### src/rtl/div_pkg.sv
`default_nettype none
// ============================================================================
// Module      : div_pkg
// Description : Shared constants for the sequential unsigned divider
//               (div_32bit_seq) and its iteration step (div_step).
//               - DIV_WIDTH    : default operand / result width
//               - ST_*         : FSM state encoding
//               - DBZ_QUOTIENT : quotient reported for a zero divisor
// Revision    : 1.0 - initial release
// ============================================================================
package div_pkg;

    localparam int DIV_WIDTH = 32;

    localparam logic [1:0] ST_IDLE = 2'd0;
    localparam logic [1:0] ST_RUN  = 2'd1;
    localparam logic [1:0] ST_DONE = 2'd2;

    localparam logic [DIV_WIDTH-1:0] DBZ_QUOTIENT = '1;

endpackage : div_pkg
`default_nettype wire

### src/rtl/div_step.sv
`default_nettype none
// ============================================================================
// Module      : div_step
// Description : One restoring-division iteration (purely combinational).
//               Shifts the next dividend bit into the partial remainder,
//               performs a WIDTH+1-bit trial subtraction of the divisor and
//               either keeps the difference (quotient bit 1) or restores the
//               shifted remainder (quotient bit 0).
// Ports       : rem      in  WIDTH  current partial remainder
//               q_msb    in  1      dividend bit entering the remainder
//               divisor  in  WIDTH  captured divisor
//               rem_next out WIDTH  partial remainder after this step
//               q_bit    out 1      quotient bit produced by this step
// Revision    : 1.0 - initial release
// ============================================================================
module div_step
    import div_pkg::*;
#(
    parameter int WIDTH = DIV_WIDTH
) (
    input  logic [WIDTH-1:0] rem,
    input  logic             q_msb,
    input  logic [WIDTH-1:0] divisor,
    output logic [WIDTH-1:0] rem_next,
    output logic             q_bit
);

    logic [WIDTH:0] w_trial;

    // {rem, q_msb} is the shifted remainder at WIDTH+1 bits; the extra bit
    // keeps the borrow visible as the sign of the difference.
    assign w_trial  = {rem, q_msb} - {1'b0, divisor};

    assign q_bit    = ~w_trial[WIDTH];

    // The remainder always stays below the divisor, so the restored value
    // has a zero top bit and fits in WIDTH bits.
    assign rem_next = q_bit ? w_trial[WIDTH-1:0] : {rem[WIDTH-2:0], q_msb};

endmodule : div_step
`default_nettype wire

### src/rtl/div_32bit_seq.sv
`default_nettype none
// ============================================================================
// Module      : div_32bit_seq
// Description : Multi-cycle unsigned restoring divider (DIVU, HI/LO).
//               One quotient bit per clock, WIDTH iterations per division.
//               A zero divisor completes in one cycle with an all-ones
//               quotient, remainder = dividend and div_by_zero set.
// Ports       : clock        in  1      rising-edge clock
//               reset        in  1      synchronous active-high reset
//               start        in  1      request, sampled only when not busy
//               dividend     in  WIDTH  numerator, captured on accept
//               divisor      in  WIDTH  denominator, captured on accept
//               quotient     out WIDTH  registered result (LO)
//               remainder    out WIDTH  registered result (HI)
//               busy         out 1      high while iterating
//               done         out 1      one-cycle completion pulse
//               div_by_zero  out 1      completion was a divide by zero
// Revision    : 1.0 - initial release
// ============================================================================
module div_32bit_seq
    import div_pkg::*;
#(
    parameter int WIDTH = DIV_WIDTH
) (
    input  logic             clock,
    input  logic             reset,
    input  logic             start,
    input  logic [WIDTH-1:0] dividend,
    input  logic [WIDTH-1:0] divisor,
    output logic [WIDTH-1:0] quotient,
    output logic [WIDTH-1:0] remainder,
    output logic             busy,
    output logic             done,
    output logic             div_by_zero
);

    localparam int CNT_W = $clog2(WIDTH);

    localparam logic [CNT_W-1:0] LAST_COUNT   = CNT_W'(WIDTH - 1);
    localparam logic [WIDTH-1:0] DBZ_QUOT_W   = WIDTH'(DBZ_QUOTIENT) | {WIDTH{1'b1}};

    // FSM
    logic [1:0]       r_state;
    logic [1:0]       w_state_next;
    logic             w_accept;

    // Iteration datapath
    logic [CNT_W-1:0] r_count;
    logic [WIDTH-1:0] r_rem;
    logic [WIDTH-1:0] r_shift;
    logic [WIDTH-1:0] r_divisor;

    // Result registers
    logic [WIDTH-1:0] r_quotient;
    logic [WIDTH-1:0] r_remainder;
    logic             r_dbz;

    logic             w_last;
    logic             w_div_zero;
    logic [WIDTH-1:0] w_rem_next;
    logic             w_q_bit;
    logic [WIDTH-1:0] w_shift_next;

    assign w_last       = (r_count == LAST_COUNT);
    assign w_div_zero   = (divisor == '0);
    assign w_shift_next = {r_shift[WIDTH-2:0], w_q_bit};

    div_step #(
        .WIDTH    (WIDTH)
    ) u_div_step (
        .rem      (r_rem),
        .q_msb    (r_shift[WIDTH-1]),
        .divisor  (r_divisor),
        .rem_next (w_rem_next),
        .q_bit    (w_q_bit)
    );

    // ------------------------------------------------------------------
    // FSM: state register
    // ------------------------------------------------------------------
    always_ff @(posedge clock) begin
        if (reset) begin
            r_state <= ST_IDLE;
        end else begin
            r_state <= w_state_next;
        end
    end

    // ------------------------------------------------------------------
    // FSM: next-state logic
    // DONE accepts a new start exactly like IDLE so that the control unit
    // can issue divisions back to back.
    // ------------------------------------------------------------------
    always_comb begin
        w_state_next = r_state;
        w_accept     = 1'b0;
        case (r_state)
            ST_IDLE, ST_DONE: begin
                if (start) begin
                    w_accept     = 1'b1;
                    w_state_next = w_div_zero ? ST_DONE : ST_RUN;
                end else begin
                    w_state_next = ST_IDLE;
                end
            end
            ST_RUN: begin
                if (w_last) begin
                    w_state_next = ST_DONE;
                end
            end
            default: begin
                w_state_next = ST_IDLE;
            end
        endcase
    end

    // ------------------------------------------------------------------
    // FSM: outputs, decoded from the state register only
    // ------------------------------------------------------------------
    always_comb begin
        busy = 1'b0;
        done = 1'b0;
        case (r_state)
            ST_RUN:  busy = 1'b1;
            ST_DONE: done = 1'b1;
            default: begin
                busy = 1'b0;
                done = 1'b0;
            end
        endcase
    end

    // ------------------------------------------------------------------
    // Datapath and result registers
    // Results are only written at completion, so the outputs never show
    // intermediate iteration values.
    // ------------------------------------------------------------------
    always_ff @(posedge clock) begin
        if (reset) begin
            r_count     <= '0;
            r_rem       <= '0;
            r_shift     <= '0;
            r_divisor   <= '0;
            r_quotient  <= '0;
            r_remainder <= '0;
            r_dbz       <= 1'b0;
        end else if (w_accept) begin
            if (w_div_zero) begin
                r_quotient  <= DBZ_QUOT_W;
                r_remainder <= dividend;
                r_dbz       <= 1'b1;
            end else begin
                r_divisor   <= divisor;
                r_rem       <= '0;
                r_shift     <= dividend;
                r_count     <= '0;
            end
        end else if (r_state == ST_RUN) begin
            r_rem   <= w_rem_next;
            r_shift <= w_shift_next;
            r_count <= r_count + CNT_W'(1);
            if (w_last) begin
                r_quotient  <= w_shift_next;
                r_remainder <= w_rem_next;
                r_dbz       <= 1'b0;
            end
        end
    end

    assign quotient    = r_quotient;
    assign remainder   = r_remainder;
    assign div_by_zero = r_dbz;

endmodule : div_32bit_seq
`default_nettype wire

### config.mk
export PLATFORM = sky130hd
export DESIGN_NAME = div_32bit_seq
export DESIGN_NICKNAME = d
export VERILOG_FILES = /design/src/rtl/div_pkg.sv /design/src/rtl/div_step.sv /design/src/rtl/div_32bit_seq.sv
export SDC_FILE = /design/constraint.sdc
export NUM_CORES = 1
export LEC_CHECK = 0
export ABC_AREA = 0
export BUFFER_PORTS_ARGS = -buffer_cell sky130_fd_sc_hd__buf_4
export CORE_ASPECT_RATIO = 0.5
export CORE_MARGIN = 2
export CORE_UTILIZATION = 55
export CTS_CLUSTER_DIAMETER = 30
export DETAILED_ROUTE_END_ITERATION = 10
export GPL_TIMING_DRIVEN = 0
export PLACE_DENSITY_LB_ADDON = 0.1
export SKIP_CTS_REPAIR_TIMING = 1
export SLEW_MARGIN = 10
export SYNTH_ARGS = -nofsm -noshare
export SYNTH_HDL_FRONTEND = slang
export SYNTH_SLANG_ARGS = --single-unit
### constraint.sdc
create_clock -name clock -period 3.6 [get_ports clock]
set_input_delay 0.54 -clock clock [delete_from_list [all_inputs] [get_ports clock]]
set_output_delay 0.54 -clock clock [all_outputs]
set_load 0.005 [all_outputs]
==> summary.txt, run 1 <==
Timing
  – Clk_skew: 0.0139 ns
  – Max Clock Freq: between 200 and 300 MHz
  – Fin crit share: 94.3%
  – Slew Viols, Final: 0
  – Max_slew headroom: 30.2%
  – Worst-Margin Slew: between 1 and 1.5 ns
  – RSZ-0062 raised after global routing: no
  – Fin Setup TNS: 0 ns
  – Fin. Hold Viols: 0
  – Tmin final: 3.40 ns
  – Final setup vio count: 0

Cells and area
  – Nets@finish: 1,398
  – Area growth syn-to-layout: 21.4%
  – Design Area, Final: 11,000 um^2
  – Share of cells above drive strength 1: 17.1%
  – Antenna cells: 0
  – Final-layout fill cell count: 1,442

Drt
  – Via count: 9,037
  – Wirelength per Cell: 18.3 um
  – Drt pass-1 iters: 5
  – Post-DRT Antenna Nets: 0
  – WL final: 28.1 mm
  – Via-to-Cell Ratio: 5.88
  – Initial DRC Count: 955
  – # DRC: 0

Global route
  – GRT Overall Usage: 31.9%
  – Initial antenna violation count: 0
  – Gr ovfl total: 0
  – Largest net degree at the start of global routing: 17
  – Vias in the first global route: 7,898
  – Global-route wire length before repair: between 40 and 50 mm

Clocking
  – Clock tree sinks: 168
  – Clock transition at path regs: 0.07 ns
  – CTS Buf Count: 17
  – H-tree levels: 4
  – TritonCTS clock tree: yes
  – Clock Path Buffers: 2
  – CTS Root Cell: clkbuf_16
  – Worst skew pair latency: 0.43 ns

Placement
  – Detailed Place HPWL: 22.2 mm
  – Placed Area: ~10,000 um^2
  – I/O Buffers: between 100 and 150
  – Final Wtd Congestion: 0.943

Power and ir drop
  – Leakage power: 4.42 nW
  – Pwr/cell area: around 1100 nW/um^2
  – Peak VDD IR: 0.000632 V

Die
  – Row cnt: 33
  – Die area: 17,500 um^2
  – Placeable core area: 16,200 um^2
  – Die X: 185 um
  – Die height: 94.6 um
  – Initial Util: 55.7%
  – Num ports: 134

Critical path
  – Crit Path Max Fanout: 4
  – Element type at the critical path start: flip-flop
  – CP Class: reg -> reg
  – Reg2Reg Depth: 13
  – CP arrival: 3.73 ns
  – Critical Path RT: 3.93 ns
  – CP Capture Type: flip-flop

Synth
  – Largest area contributor in the netlist: dfxtp_1
  – Count leader, synth: nand2_1
  – Synth top area share: 37.2%
  – Asr flop ratio synth: 0%
  – Register area share after synthesis: between 30% and 40%
  – Post-synthesis mux area share: 3.66%
  – Synth Area in XOR/XNOR: approximately 2.5%
  – Post-synth top cells: nand2_1, dfxtp_1, nor2_1
  – Synth cell types: 74
  – YS warnings: 0
  – Syn_nets: 1,247
  – Synth top area cells: dfxtp_1, nand2_1, nor2_1
  – Post-synth design cell area: 9030 um^2
  – Main combinational cell family by area after synthesis: compound AO/OA/AOI/OAI gates
  – Post-Synth Adder-Cell Area: 4.93%
  – Post-Synthesis Cells: 1,145
  – Main synth FF type: dfxtp_1
  – Post-Synth Simple-Gate Area: 21.3%
  – Synth Area in Compound Gates: 24.1%
  – Seq cells post-synth: 168
  – Post-synth EDFFs: 0
  – Synthesized area per cell: just under 8 um^2

Outcome
  – Status: complete, no violations

Job
  – Max_cap viols: 0

Min path
  – Worst Hold Class: in -> reg
  – Hold Path Cell Cnt: 3
[cell usage in the layout, fill, tap and decap left out, types with 7 or more instances in the layout]
| cell type | n |
|---|---|
| nand2_1 | 232 |
| dfxtp_1 | 168 |
| buf_4 | 133 |
| nor2_1 | 129 |
| a21oi_1 | 95 |
| clkbuf_1 | 66 |
| inv_1 | 50 |
| a311oi_1 | 45 |
| ha_1 | 34 |
| o21ai_0 | 31 |
| a31oi_1 | 29 |
| a22oi_1 | 19 |
| a211oi_1 | 18 |
| xnor2_1 | 17 |
| clkbuf_16 | 17 |
| a21o_1 | 12 |
| nand4_1 | 11 |
| buf_2 | 11 |
| mux2_4 | 10 |
| xor2_1 | 9 |
| nand3_1 | 9 |
| mux2i_1 | 9 |
| nor3_1 | 9 |
| nor4_1 | 9 |
| and2_1 | 8 |
| nand2b_1 | 8 |
| o21a_1 | 7 |
[area by class of cell]
type	count	area, um^2	share of cell area (%)
buffer	84	375	3.42
clock inverter	14	230	2.10
timing repair buffer	132	991	9.03
clock buffer	18	429	3.91
inverter	50	188	1.71
tap	227	284	2.59
multi-input combinational	843	5110	46.6
sequential	168	3360	30.7
[metal layers]
| metal | track usage (%) | vias up | routed length (um) |
|---|---|---|---|
| li1 | - | 4335 | - |
| met1 | 46.5 | 4222 | 13100 |
| met2 | 46.1 | 443 | 11500 |
| met3 | 8.45 | 37 | 3120 |
| met4 | 8.99 | 0 | 369 |
| met5 | 0 | - | 0 |
[power breakdown]
part / internal, mW / switching (mW)
Combinational: 3.01 / 4.18
Clock: 1.26 / 0.826
Sequential: 2.07 / 0.237
Total: 6.34 / 5.25
[final timing paths]
| check | from | to | slack (ns) |
|---|---|---|---|
| worst max register to register | r_shift[31] | remainder[24] | 0.20 |
| worst min-delay path | divisor[23] | r_divisor[23] | 0.37 |
| worst min register to register | r_divisor[25] | r_divisor[25] | 0.45 |
| worst max-delay path | r_shift[31] | remainder[24] | 0.20 |
[flip-flops by register name, summed over array words and instances (netlist names)]
name / count
r_state: 2
r_shift: 32
r_divisor: 32
r_count: 5
r_rem: 32
quotient: 32
remainder: 32
div_by_zero: 1
[critical path: stages (launching register included)]
cell      delay, ns
dfxtp_1        0.33
inv_1          0.13
ha_1           0.22
inv_1          0.06
fa_1           0.43
a211oi_2       0.33
o211ai_2       0.15
a21oi_2        0.21
a31oi_1        0.21
o211ai_1       0.27
a21oi_1        0.10
a311oi_1       0.40
a211oi_1       0.14
nor4_1         0.31
[logic make-up (layout without fill, tap and decap cells)]
group	after synthesis	after routing
AO/OA/AOI/OAI	307	307
XOR/XNOR	26	26
adder cells (fa/ha/maj)	35	35
buffers and inverters	134	298
flip-flops	168	168
multiplexers	27	27
AND/OR/NAND/NOR	448	448
[metrics by stage]
step                      power, mW  worst slack, ns  hold slack, ns  utilization [%]  cells
after floorplan                7.65            0.955           0.436                -   1145
after global placement         9.20            0.175           0.443             63.5   1504
after detailed placement       9.30            0.107           0.447             63.5   1504
after CTS                      11.4            0.220           0.357             67.6   1536
after global routing           12.2           0.0203           0.364             67.6   1536
final                          11.6            0.205           0.369             67.6   1536
(Power assumes the default switching activity.)
==> run 2: changes to the inputs <==
- BUFFER_PORTS_ARGS: -buffer_cell sky130_fd_sc_hd__buf_4 -> -buffer_cell sky130_fd_sc_hd__buf_2
- CAP_MARGIN: unset -> 40
- clock period: 3.6 -> 3.69 ns (I/O delays scaled with it)
==> run 2 against run 1 <==
Compared with the run above: sequential cell count did not move; hold slack got worse by 0.0084 ns; routed wire length rose by 0.45%; power is 3.3% lower; critical path depth did not move; worst setup slack got worse by 0.029 ns; non-clock buffer count increased by 2; global-route usage rose by 0.22 points; cell count rose by 0.13%; critical path type unchanged; largest cell class unchanged.
==> summary.txt, run 2 (synthesized netlist as in run 1, its figures left out) <==
Outcome
  – Status: complete, no violations (unchanged)

Power and ir drop
  – Sequential power share: 20.1% (was 19.9%)
  – Clock share of power: 17.0% (was 18.0%)
  – Switching power: 5.19 mW (was 5.25 mW)
  – Pwr/cell area: 1050 nW/um^2 (was 1060 nW/um^2)
  – Peak VDD IR: 0.000685 V (was 0.000632 V)
  – Leakage power: 4.37 nW (was 4.42 nW)
  – Combinational power share: 62.9% (was 62.1%)
  – Power Internal: 6.02 mW (was 6.34 mW)
  – Sw frac: 46.3% (was 45.3%)

Critical path
  – Critical Path RT: 4.04 ns (was 3.93 ns)
  – CP Class: reg -> reg (unchanged)
  – Crit Path Max Fanout: 4 (unchanged)
  – Element type at the critical path start: flip-flop (unchanged)
  – Register-to-register setup slack: 0.18 ns (was 0.20 ns)
  – R2r startpoint: r_shift[31] (unchanged)
  – Reg2Reg Depth: 13 (unchanged)
  – CP Capture Type: flip-flop (unchanged)
  – Worst R2R End: remainder[26] (was remainder[24])
  – CP arrival: 3.86 ns (was 3.73 ns)

Timing
  – RSZ-0062 raised after global routing: no (unchanged)
  – Fin Setup TNS: 0 ns (unchanged)
  – Fin crit share: 95.2% (was 94.3%)
  – Clk_skew: 0.0147 ns (was 0.0139 ns)
  – Tmin final: 3.51 ns (was 3.40 ns)
  – Fin. Hold Viols: 0 (unchanged)
  – Setup ws final: 0.175 ns (was 0.205 ns)
  – Slew Viols, Final: 0 (unchanged)
  – Max Clock Freq: 285 MHz (was 295 MHz)
  – Final setup vio count: 0 (unchanged)
  – Max_slew headroom: 39.0% (was 30.2%)
  – Worst-Margin Slew: 0.915 ns (was 1.04 ns)

Drt
  – Drt pass-1 iters: 7 (was 5)
  – Post-DRT Antenna Nets: 0 (unchanged)
  – # DRC: 0 (unchanged)
  – Met2 WL: 11.4 mm (was 11.5 mm)
  – DRT met1 WL: 13.9 mm (was 13.1 mm)
  – Wirelength per Cell: 18.4 um (was 18.3 um)
  – Via count: 9,010 (was 9,037)
  – Met3 wire len: 2.79 mm (was 3.12 mm)
  – Via-to-Cell Ratio: 5.86 (was 5.88)
  – WL final: 28.3 mm (was 28.1 mm)
  – Initial DRC Count: 922 (was 955)
  – DR top layer: met4 (unchanged)

Global route
  – Largest net degree at the start of global routing: 18 (was 17)
  – Vias in the first global route: 7,876 (was 7,898)
  – GRT Overall Usage: 32.2% (was 31.9%)
  – Global-route wire length before repair: 43.1 mm (was 42.7 mm)
  – Gr ovfl total: 0 (unchanged)
  – Initial antenna violation count: 0 (unchanged)

Die
  – Row cnt: 33 (unchanged)
  – Die height: 94.6 um (unchanged)
  – Die area: 17,500 um^2 (unchanged)
  – Initial Util: 55.7% (unchanged)
  – Placeable core area: 16,200 um^2 (unchanged)
  – Die X: 185 um (unchanged)
  – Num ports: 134 (unchanged)

Min path
  – Worst Hold Path EP: r_divisor[11] (was r_divisor[23])
  – Hold path start: divisor[11] (was divisor[23])
  – Worst Hold Class: in -> reg (unchanged)
  – Hold Path Cell Cnt: 3 (unchanged)

Placement
  – Detailed Place HPWL: 21.8 mm (was 22.2 mm)
  – Final Wtd Congestion: 0.917 (was 0.943)
  – Placed Area: 9990 um^2 (was 10,300 um^2)
  – Setup WS pre-CTS: 0.304 ns (was 0.107 ns)
  – I/O Buffers: 132 (unchanged)
  – Placed cells: 1,506 (was 1,504)

Clocking
  – CTS Root Cell: clkbuf_16 (unchanged)
  – H-tree levels: 4 (unchanged)
  – TritonCTS clock tree: yes (unchanged)
  – Worst skew pair latency: 0.44 ns (was 0.43 ns)
  – Clock Path Buffers: 2 (unchanged)
  – Clock tree sinks: 168 (unchanged)
  – Clock transition at path regs: 0.07 ns (about the same)
  – CTS Buf Count: 17 (unchanged)

Cells and area
  – Finished Core Util: 65.5% (was 67.6%)
  – Register area: 3360 um^2 (unchanged)
  – Share of cells above drive strength 1: 17.4% (was 17.1%)
  – Final non-filler cell total: 1,538 (was 1,536)
  – Design Area, Final: 10,600 um^2 (was 11,000 um^2)
  – Final-layout fill cell count: 1,470 (was 1,442)
  – Nets@finish: 1,400 (was 1,398)
  – Most frequent cells in the layout: nand2_1, dfxtp_1, buf_2 (was nand2_1, dfxtp_1, buf_4)
  – Antenna cells: 0 (unchanged)
  – Commonest non-fill, non-tap cell in the layout: nand2_1 (unchanged)
  – Area of the multi-input gates: 5110 um^2 (about the same)
  – Area growth syn-to-layout: 17.6% (was 21.4%)

Job
  – Max_cap viols: 0 (unchanged)
-- run 2: metal layers --
| layer | vias up | global-route usage (%) |
|---|---|---|
| met5 | - | 0 |
| met4 | 0 | 6.28 |
| met3 | 25 | 7.37 |
| met2 | 403 | 46.1 |
| met1 | 4243 | 48.8 |
| li1 | 4339 | - |
-- run 2: how the worst max path moves through the flow --
stage | depth (start not counted) | end | startpoint | slack (ns)
after floorplan | 14 | remainder[30] | r_shift[31] | 1.04
after global placement | 8 | r_rem[28] | divisor[31] | 0.19
after detailed placement | 13 | remainder[26] | r_shift[31] | 0.30
after CTS | 13 | remainder[26] | r_shift[31] | 0.27
after global routing | 13 | remainder[26] | r_shift[31] | 0.08
final | 13 | remainder[26] | r_shift[31] | 0.18
-- run 2: per-stage QoR --
step	power [mW]	hold WS, ns
floorplan	7.46	0.436
global placement	9.00	0.441
detailed placement	9.08	0.445
CTS	11.0	0.356
global route	11.8	0.359
finish	11.2	0.361
-- run 2: layout make-up --
type,instances,area share (%)
multi-input cells,843,48.1
flip-flops and latches,168,31.6
repair buffers,134,6.36
clock buffers,19,4.26
plain buffers,84,3.53
well taps,227,2.67
inverters,50,1.77
clock inverters,13,1.64
-- run 2: critical path, cell delays in order (launching register included) --
cell       delay, ns
dfxtp_1         0.31
inv_1           0.11
ha_1            0.22
inv_1           0.07
fa_1            0.45
a211oi_2        0.29
o211ai_2        0.15
a21oi_2         0.22
a31oi_1         0.23
o21ai_2         0.31
nor4b_1         0.11
a2111oi_2       0.57
a211oi_1        0.12
o31ai_1         0.28
-- run 2: power groups by stage --
stage               sequential [mW]  clock [mW]  combinational (mW)
floorplan                      2.17           0                5.29
global placement               2.27           0                6.74
detailed placement             2.27           0                6.81
CTS                            2.23        1.91                6.86
global route                   2.26        1.99                7.57
finish                         2.25        1.90                7.05
